## src/rtl/instr_fetch.sv

```systemverilog
// Instruction fetch unit: drives the synchronous program ROM and queues tagged words for decode.
// Define FETCH_SKID_EN for the two-entry skid buffer (full rate); otherwise a single output register.
module instr_fetch #(
    parameter int          ADDR_WIDTH = 13,
    parameter int          DATA_WIDTH = 16,
    parameter int unsigned RESET_PC   = 0
) (
    input  logic                  clk,
    input  logic                  reset,
    output logic [ADDR_WIDTH-1:0] rom_ad,
    output logic                  rom_ce,
    output logic                  rom_oce,
    output logic                  rom_reset,
    input  logic [DATA_WIDTH-1:0] rom_dout,
    output logic                  instr_valid,
    input  logic                  instr_ready,
    output logic [DATA_WIDTH-1:0] instr,
    output logic [ADDR_WIDTH-1:0] instr_pc,
    input  logic                  jump_valid,
    input  logic [ADDR_WIDTH-1:0] jump_addr
);

`ifdef FETCH_SKID_EN
    localparam int unsigned DEPTH = 2;
`else
    localparam int unsigned DEPTH = 1;
`endif
    localparam logic [ADDR_WIDTH-1:0] RST_PC = ADDR_WIDTH'(RESET_PC);

    logic [ADDR_WIDTH-1:0] pc_q, pc_d;
    logic                  inflight_q, inflight_d;
    logic [ADDR_WIDTH-1:0] inflight_pc_q, inflight_pc_d;
    logic [1:0]            count_q, count_d;
    logic [DATA_WIDTH-1:0] head_instr_q, head_instr_d;
    logic [ADDR_WIDTH-1:0] head_pc_q, head_pc_d;
`ifdef FETCH_SKID_EN
    logic [DATA_WIDTH-1:0] tail_instr_q, tail_instr_d;
    logic [ADDR_WIDTH-1:0] tail_pc_q, tail_pc_d;
`endif

    logic                  jump;
    logic                  pop;
    logic                  push;
    logic                  issue;
    logic [2:0]            occupancy;
    logic [ADDR_WIDTH-1:0] issue_addr;

    // A redirect is ignored while reset is asserted.
    assign jump       = jump_valid & ~reset;
    assign pop        = instr_valid & instr_ready;
    assign push       = inflight_q & ~jump;
    assign occupancy  = {1'b0, count_q} + {2'b00, inflight_q} - {2'b00, pop};
    assign issue      = jump | (~reset & (occupancy < 3'(DEPTH)));
    assign issue_addr = jump ? jump_addr : pc_q;

    assign rom_ce      = issue;
    assign rom_ad      = issue_addr;
    assign rom_oce     = 1'b1;
    assign rom_reset   = reset;
    assign instr_valid = (count_q != 2'd0);
    assign instr       = head_instr_q;
    assign instr_pc    = head_pc_q;

    always_comb begin
        pc_d          = pc_q;
        inflight_d    = issue;
        inflight_pc_d = inflight_pc_q;
        if (issue) begin
            pc_d          = issue_addr + ADDR_WIDTH'(1);
            inflight_pc_d = issue_addr;
        end
    end

`ifdef FETCH_SKID_EN
    always_comb begin
        count_d      = count_q;
        head_instr_d = head_instr_q;
        head_pc_d    = head_pc_q;
        tail_instr_d = tail_instr_q;
        tail_pc_d    = tail_pc_q;
        if (jump) begin
            count_d = 2'd0;
        end else begin
            unique case ({pop, push})
                2'b10: begin
                    count_d = count_q - 2'd1;
                    if (count_q == 2'd2) begin
                        head_instr_d = tail_instr_q;
                        head_pc_d    = tail_pc_q;
                    end
                end
                2'b01: begin
                    count_d = count_q + 2'd1;
                    if (count_q == 2'd0) begin
                        head_instr_d = rom_dout;
                        head_pc_d    = inflight_pc_q;
                    end else begin
                        tail_instr_d = rom_dout;
                        tail_pc_d    = inflight_pc_q;
                    end
                end
                2'b11: begin
                    // Occupancy unchanged: the returning word lands in whichever slot frees up.
                    if (count_q == 2'd1) begin
                        head_instr_d = rom_dout;
                        head_pc_d    = inflight_pc_q;
                    end else begin
                        head_instr_d = tail_instr_q;
                        head_pc_d    = tail_pc_q;
                        tail_instr_d = rom_dout;
                        tail_pc_d    = inflight_pc_q;
                    end
                end
                default: ;
            endcase
        end
    end
`else
    always_comb begin
        count_d      = count_q;
        head_instr_d = head_instr_q;
        head_pc_d    = head_pc_q;
        if (jump) begin
            count_d = 2'd0;
        end else if (push) begin
            count_d      = 2'd1;
            head_instr_d = rom_dout;
            head_pc_d    = inflight_pc_q;
        end else if (pop) begin
            count_d = 2'd0;
        end
    end
`endif

    always_ff @(posedge clk) begin
        if (reset) begin
            pc_q          <= RST_PC;
            inflight_q    <= 1'b0;
            inflight_pc_q <= '0;
            count_q       <= '0;
            head_instr_q  <= '0;
            head_pc_q     <= '0;
        end else begin
            pc_q          <= pc_d;
            inflight_q    <= inflight_d;
            inflight_pc_q <= inflight_pc_d;
            count_q       <= count_d;
            head_instr_q  <= head_instr_d;
            head_pc_q     <= head_pc_d;
        end
    end

`ifdef FETCH_SKID_EN
    always_ff @(posedge clk) begin
        if (reset) begin
            tail_instr_q <= '0;
            tail_pc_q    <= '0;
        end else begin
            tail_instr_q <= tail_instr_d;
            tail_pc_q    <= tail_pc_d;
        end
    end
`endif

endmodule

```

## config.mk

```make
export PLATFORM = sky130hd
export DESIGN_NAME = instr_fetch
export DESIGN_NICKNAME = d
export VERILOG_FILES = /design/src/rtl/instr_fetch.sv
export SDC_FILE = /design/constraint.sdc
export NUM_CORES = 1
export LEC_CHECK = 0
export ABC_AREA = 0
export BUFFER_PORTS_ARGS = -buffer_cell sky130_fd_sc_hd__buf_2
export CAP_MARGIN = 20
export CORE_MARGIN = 5
export CORE_UTILIZATION = 40
export CTS_CLUSTER_SIZE = 25
export DETAILED_ROUTE_END_ITERATION = 16
export PLACE_DENSITY = 0.65
export SLEW_MARGIN = 20
export SYNTH_ARGS = -nofsm -noshare
export SYNTH_HDL_FRONTEND = slang
export SYNTH_SLANG_ARGS = --single-unit
```

## constraint.sdc

```tcl
create_clock -name clk -period 5.07 [get_ports clk]
set_clock_uncertainty 0.05 [all_clocks]
set_input_delay 0.2535 -clock clk [delete_from_list [all_inputs] [get_ports clk]]
set_output_delay 0.2535 -clock clk [all_outputs]
set_load 0.01 [all_outputs]
```

# ---- Word level (Yosys, flattened, before mapping)
# Index checks and enable logic that the tools add are counted.
dict set report word_totals {
  wordCells 23
  output_inout_bits 46
  regBits 57
  input_bits 33
}
dict set report op_classes {
  muxes 3
  n_reduce_logical 3
  order_cmp 1
  add_sub_neg 3
  bitwise 7
}
# operator count
set ops {}
lappend ops {{adder 13 x 1 -> 13 bit (second input constant)} 1}
lappend ops {{2-to-1 mux 13 bit} 1}
lappend ops {{bitwise AND 1 bit} 4}
lappend ops {{less-than comparator 3 x 1 -> 1 bit (second input constant)} 1}
lappend ops {{subtractor 2 x 1 -> 3 bit} 1}
lappend ops {{adder 1 x 1 -> 2 bit} 1}
lappend ops {{2-to-1 mux 1 bit} 2}
lappend ops {{inverter 1 bit} 2}
lappend ops {{AND reduction 2 bit} 1}
lappend ops {{nonzero test 2 bit} 1}
lappend ops {{OR reduction 2 bit} 1}
lappend ops {{bitwise OR 1 bit} 1}

# ---- Longest topological paths before layout
dict set report logic_depth {
  ltp_word 5
  mapped_depth 12
  mapped_depth_nobuf 9
}

# ---- Worst setup path before layout
# OpenSTA, ideal clock, no wires.
dict set report synth_path {
  kind {input port to flip-flop}
  from {input port jump_valid}
  to {register pc_q[12]}
  t_required_ps 4946
  arrival_time_ps 2224
  slack_ps 2722
  path_stages 12
  cell_sequence {buf_6 -> nor2b_4 -> buf_6 -> buf_6 -> nand2_1 -> nand2_1 -> ha_1 -> nand2_1 -> mux2i_2 -> nand4_2 -> or4_1 -> a31oi_1}
}
dict set report synth_between {
  elab_chain_cells 3
  elab_cells_between_ends 4
  classes_between {add/sub: 1; mux: 1; bitwise: 2}
}
# element line_no
set synth_lines {}
lappend synth_lines {{from (decl)} 19} ;# input logic jump_valid,
lappend synth_lines {{bitwise AND 1 bit} 49} ;# assign jump = jump_valid & ~reset;
lappend synth_lines {{2-to-1 mux 13 bit} 54} ;# assign issue_addr = jump ? jump_addr : pc_q;
lappend synth_lines {{via rom_ad[1]} 10} ;# output logic [ADDR_WIDTH-1:0] rom_ad,
lappend synth_lines {{adder 13 x 1 -> 13 bit} 69} ;# pc_d = issue_addr + ADDR_WIDTH'(1);
lappend synth_lines {{to (signal assigned)} 144} ;# pc_q <= pc_d;
lappend synth_lines {{to (decl)} 30} ;# logic [ADDR_WIDTH-1:0] pc_q, pc_d;
# The timed path passes the listed nets, and every way through them passes these cells.
# A chain may end at the register's enable or synchronous reset.

# ---- Worst setup path after layout
dict set report layout_path {
  from {input port reset}
  to {register pc_q[12]}
}
dict set report layout_between {
  elab_chain_cells 4
  elab_cells_between_ends 6
  classes_between {add/sub: 1; mux: 1; bitwise: 4}
}
# element line_no
set layout_lines {}
lappend layout_lines {{from (decl)} 9} ;# input logic reset,
lappend layout_lines {{inverter 1 bit} {49, 53}}
lappend layout_lines {{bitwise AND 1 bit} 49}
lappend layout_lines {{2-to-1 mux 13 bit} 54}
lappend layout_lines {{adder 13 x 1 -> 13 bit} 69}
# Parallel ways exist; a longest one is shown, timed or not.

==> flow_metrics.env <==
export IMPL_status="finished clean"
export IMPL_fill_cells=630
export IMPL_fin_crit_ns=3.10
export IMPL_synthArstFlopShare_pct=0
export IMPL_synthCells=312
export IMPL_ctsResizeCount=0
export IMPL_num_vias=2266
export IMPL_powerDensity_nw_per_um2=362
export IMPL_drc_errors=0
export IMPL_setup_worst_path_class="input port to flip-flop"
export IMPL_cts_root_buf="clkbuf_8"
export IMPL_post_cts_buffers=0
export IMPL_numPortBuffers=77
export IMPL_rsz0062_at_grt="false"
export IMPL_clockBufferDepth=2
export IMPL_vias_per_cell=4.94
export IMPL_fin_crit_sh_pct=61.1
export IMPL_r2r_end="pc_q[12]$_SDFFE_PP0P_"
export IMPL_layout_nets=414
export IMPL_path_max_fanout=34
export IMPL_yosys_cell_count_top_type="nand2_1"
export IMPL_ys_seq_elements=57
export IMPL_hold_buffers=0
export IMPL_antenna_found_initial=0
export IMPL_htreeDepth=3
export IMPL_grt_max_degree=35
export IMPL_relSlewSlack_pct=32.0
export IMPL_worstMarginPinSlew_ns=1.02
export IMPL_r2r_start="count_q[0]$_SDFFE_PP0P_"
export IMPL_synth_flop_cell="dfxtp_1"
export IMPL_synth_commonest_cells="nand2_1, dfxtp_1, a21oi_1, nor2_1, clkbuf_1"
export IMPL_area_growth_pct=24.5
export IMPL_worst_skew_pair_late_latency_ns=0.32
export IMPL_synth_area_um2=2510
export IMPL_cp_endpoint="pc_q[12]$_SDFFE_PP0P_"
export IMPL_grt_overflow=0
export IMPL_end_kind="flip-flop"
export IMPL_synth_simple_area_share_pct=24.4
export IMPL_antenna_cells=0
export IMPL_core_area_um2=5990
export IMPL_slew_violations=0
export IMPL_synth_area_leaders="dfxtp_1, nand2_1, a21oi_1, mux2i_1, nor2_1"
export IMPL_cts_tree="built"
export IMPL_drive_gt1_share_pct=27.3
export IMPL_synth_top_cell_area_share_pct=45.5
export IMPL_dp_hpwl_um=4270
export IMPL_synth_area_mux_share_pct=7.93
export IMPL_synth_adder_area_share_pct=0.998
export IMPL_startpoint="reset"
export IMPL_grt_pass1_vias=2126
export IMPL_start_kind="input port"
export IMPL_drv_cap=0
export IMPL_hold_class="input port to flip-flop"
export IMPL_io_pins=79
export IMPL_start_util_pct=41.9
export IMPL_die_w_um=89.2
export IMPL_post_drt_wl_per_cell_um=13.3
export IMPL_cts_buffers=9
export IMPL_synth_compound_area_share_pct=13.5
export IMPL_syn_area_per_cell_um2=8.04
export IMPL_fmax_mhz=323
export IMPL_synth_distinct_cells=36
export IMPL_yosysWarnings=0
export IMPL_setup_viol=0
export IMPL_finalPower_uw=1130
export IMPL_synth_top_area_cell="dfxtp_1"
export IMPL_power_leakage_uw=0.00140
export IMPL_grt_usage_pct=16.0
export IMPL_num_rows=28
export IMPL_gp_congestion=0.798
export IMPL_synth_edf_count=0
export IMPL_synth_top_family_by_area="simple AND/OR/NAND/NOR gates"
export IMPL_regToRegSetupSlack_ns=2.69
export IMPL_critical_path_arrival_ns=3.30
export IMPL_cts_sinks=57
export IMPL_worstPathRequired_ns=5.27
export IMPL_fin_setup_tns_ns=0
export IMPL_path_clk_slew_ns=0.07
export IMPL_grt_pass1_wl_um=9880
export IMPL_synthXorXnorAreaFrac_pct=1.40
export IMPL_die_height_um=89.2
export IMPL_syn_num_nets=347
export IMPL_ys_seq_area_share_pct=45.5
export IMPL_hold_viol=0
export IMPL_routed_wl_um=6100
export IMPL_dr_pass1_iters=4
export IMPL_dieArea_um2=7950
export IMPL_rr_worst_depth=8
export IMPL_peakVddDrop_uv=195
export IMPL_postRouteAntennaNets=0
export IMPL_drtIter0Drc=135
[power by group]
group          total, uW  internal [uW]  switching (uW)  leakage, uW
Clock                493            317             176     0.000123
Combinational        148           56.9            91.6     0.000816
Sequential           488            473            14.2     0.000466
[layout make-up]
class                   count  area, um2  share of cell area (%)
clock buffers              12        165                    5.29
clock inverters             4       73.8                    2.37
inverters                   9       33.8                    1.08
multi-input cells         223       1210                    38.9
flip-flops and latches     57       1140                    36.6
well taps                  75       93.8                    3.01
repair buffers             79        400                    12.8
[flip-flops by register name, indices dropped and copies added (netlist names)]
| name | cells |
|---|---|
| count_q | 1 |
| instr | 16 |
| instr_pc | 13 |
| inflight_q | 1 |
| inflight_pc_q | 13 |
| pc_q | 13 |
[critical path, stage by stage]
cell and delay (ns):
buf_2 0.49, buf_4 0.41, nand2b_1 0.44, nand2_1 0.10, nand2_1 0.12, ha_1 0.23
nand2_1 0.08, mux2i_2 0.28, nand4_2 0.21, or4_1 0.50, a31oi_1 0.17
[placed cells by master, fill, tap and decap left out, types with 6 or more instances in the layout]
master    count
mux2i_1       9
a31oi_1       6
dfxtp_1      57
nand3b_1      6
nor2_1       20
o21ai_0       6
buf_2        77
clkbuf_8     12
a21oi_1      39
inv_1         9
nand2_1      89
[layer usage]
metal  up-vias  global-route usage, %  share of wire (%)
li1       1178                      -                  -
met1      1036                   21.9                 48
met2        48                   24.0                 45
met3         4                   3.78                6.2
met4         0                   7.31               0.61
met5         -                      0                  0
[how the worst min path moves through the flow]
stage                                              from                       end  slack, ns  depth (start not counted)
after CTS                                   rom_dout[0]     instr[0]$_SDFFE_PP0P_       0.10                          3
final                                       rom_dout[0]     instr[0]$_SDFFE_PP0P_       0.12                          3
after global routing                        rom_dout[4]     instr[4]$_SDFFE_PP0P_       0.11                          3
after global placement    inflight_pc_q[1]$_SDFFE_PP0P_  instr_pc[1]$_SDFFE_PP0P_       0.39                          2
after detailed placement       instr_pc[5]$_SDFFE_PP0P_  instr_pc[5]$_SDFFE_PP0P_       0.39                          2
after floorplan                             rom_dout[0]     instr[0]$_SDFFE_PP0P_       0.34                          2
[cell families after synthesis]
logic type	after synthesis
adders and majority gates	2
xor gates and xnor gates	4
buffers and inverters	32
other	1
and+or+nand+nor	138
AOI/OAI and AO/OA	61
DFF	57
muxes	17
[through the flow]
step	instances	cell area [um2]	setup slack (ns)	util (%)	hold slack (ns)
after global placement	443	2880	1.76	48.1	0.391
after CTS	459	3120	1.99	52.1	0.100
after floorplan	312	2510	2.72	-	0.339
final	459	3120	1.97	52.1	0.116
after detailed placement	443	2880	1.65	48.1	0.394
after global routing	459	3120	1.71	52.1	0.114
Note: power is estimated with default switching activity, not from simulation.
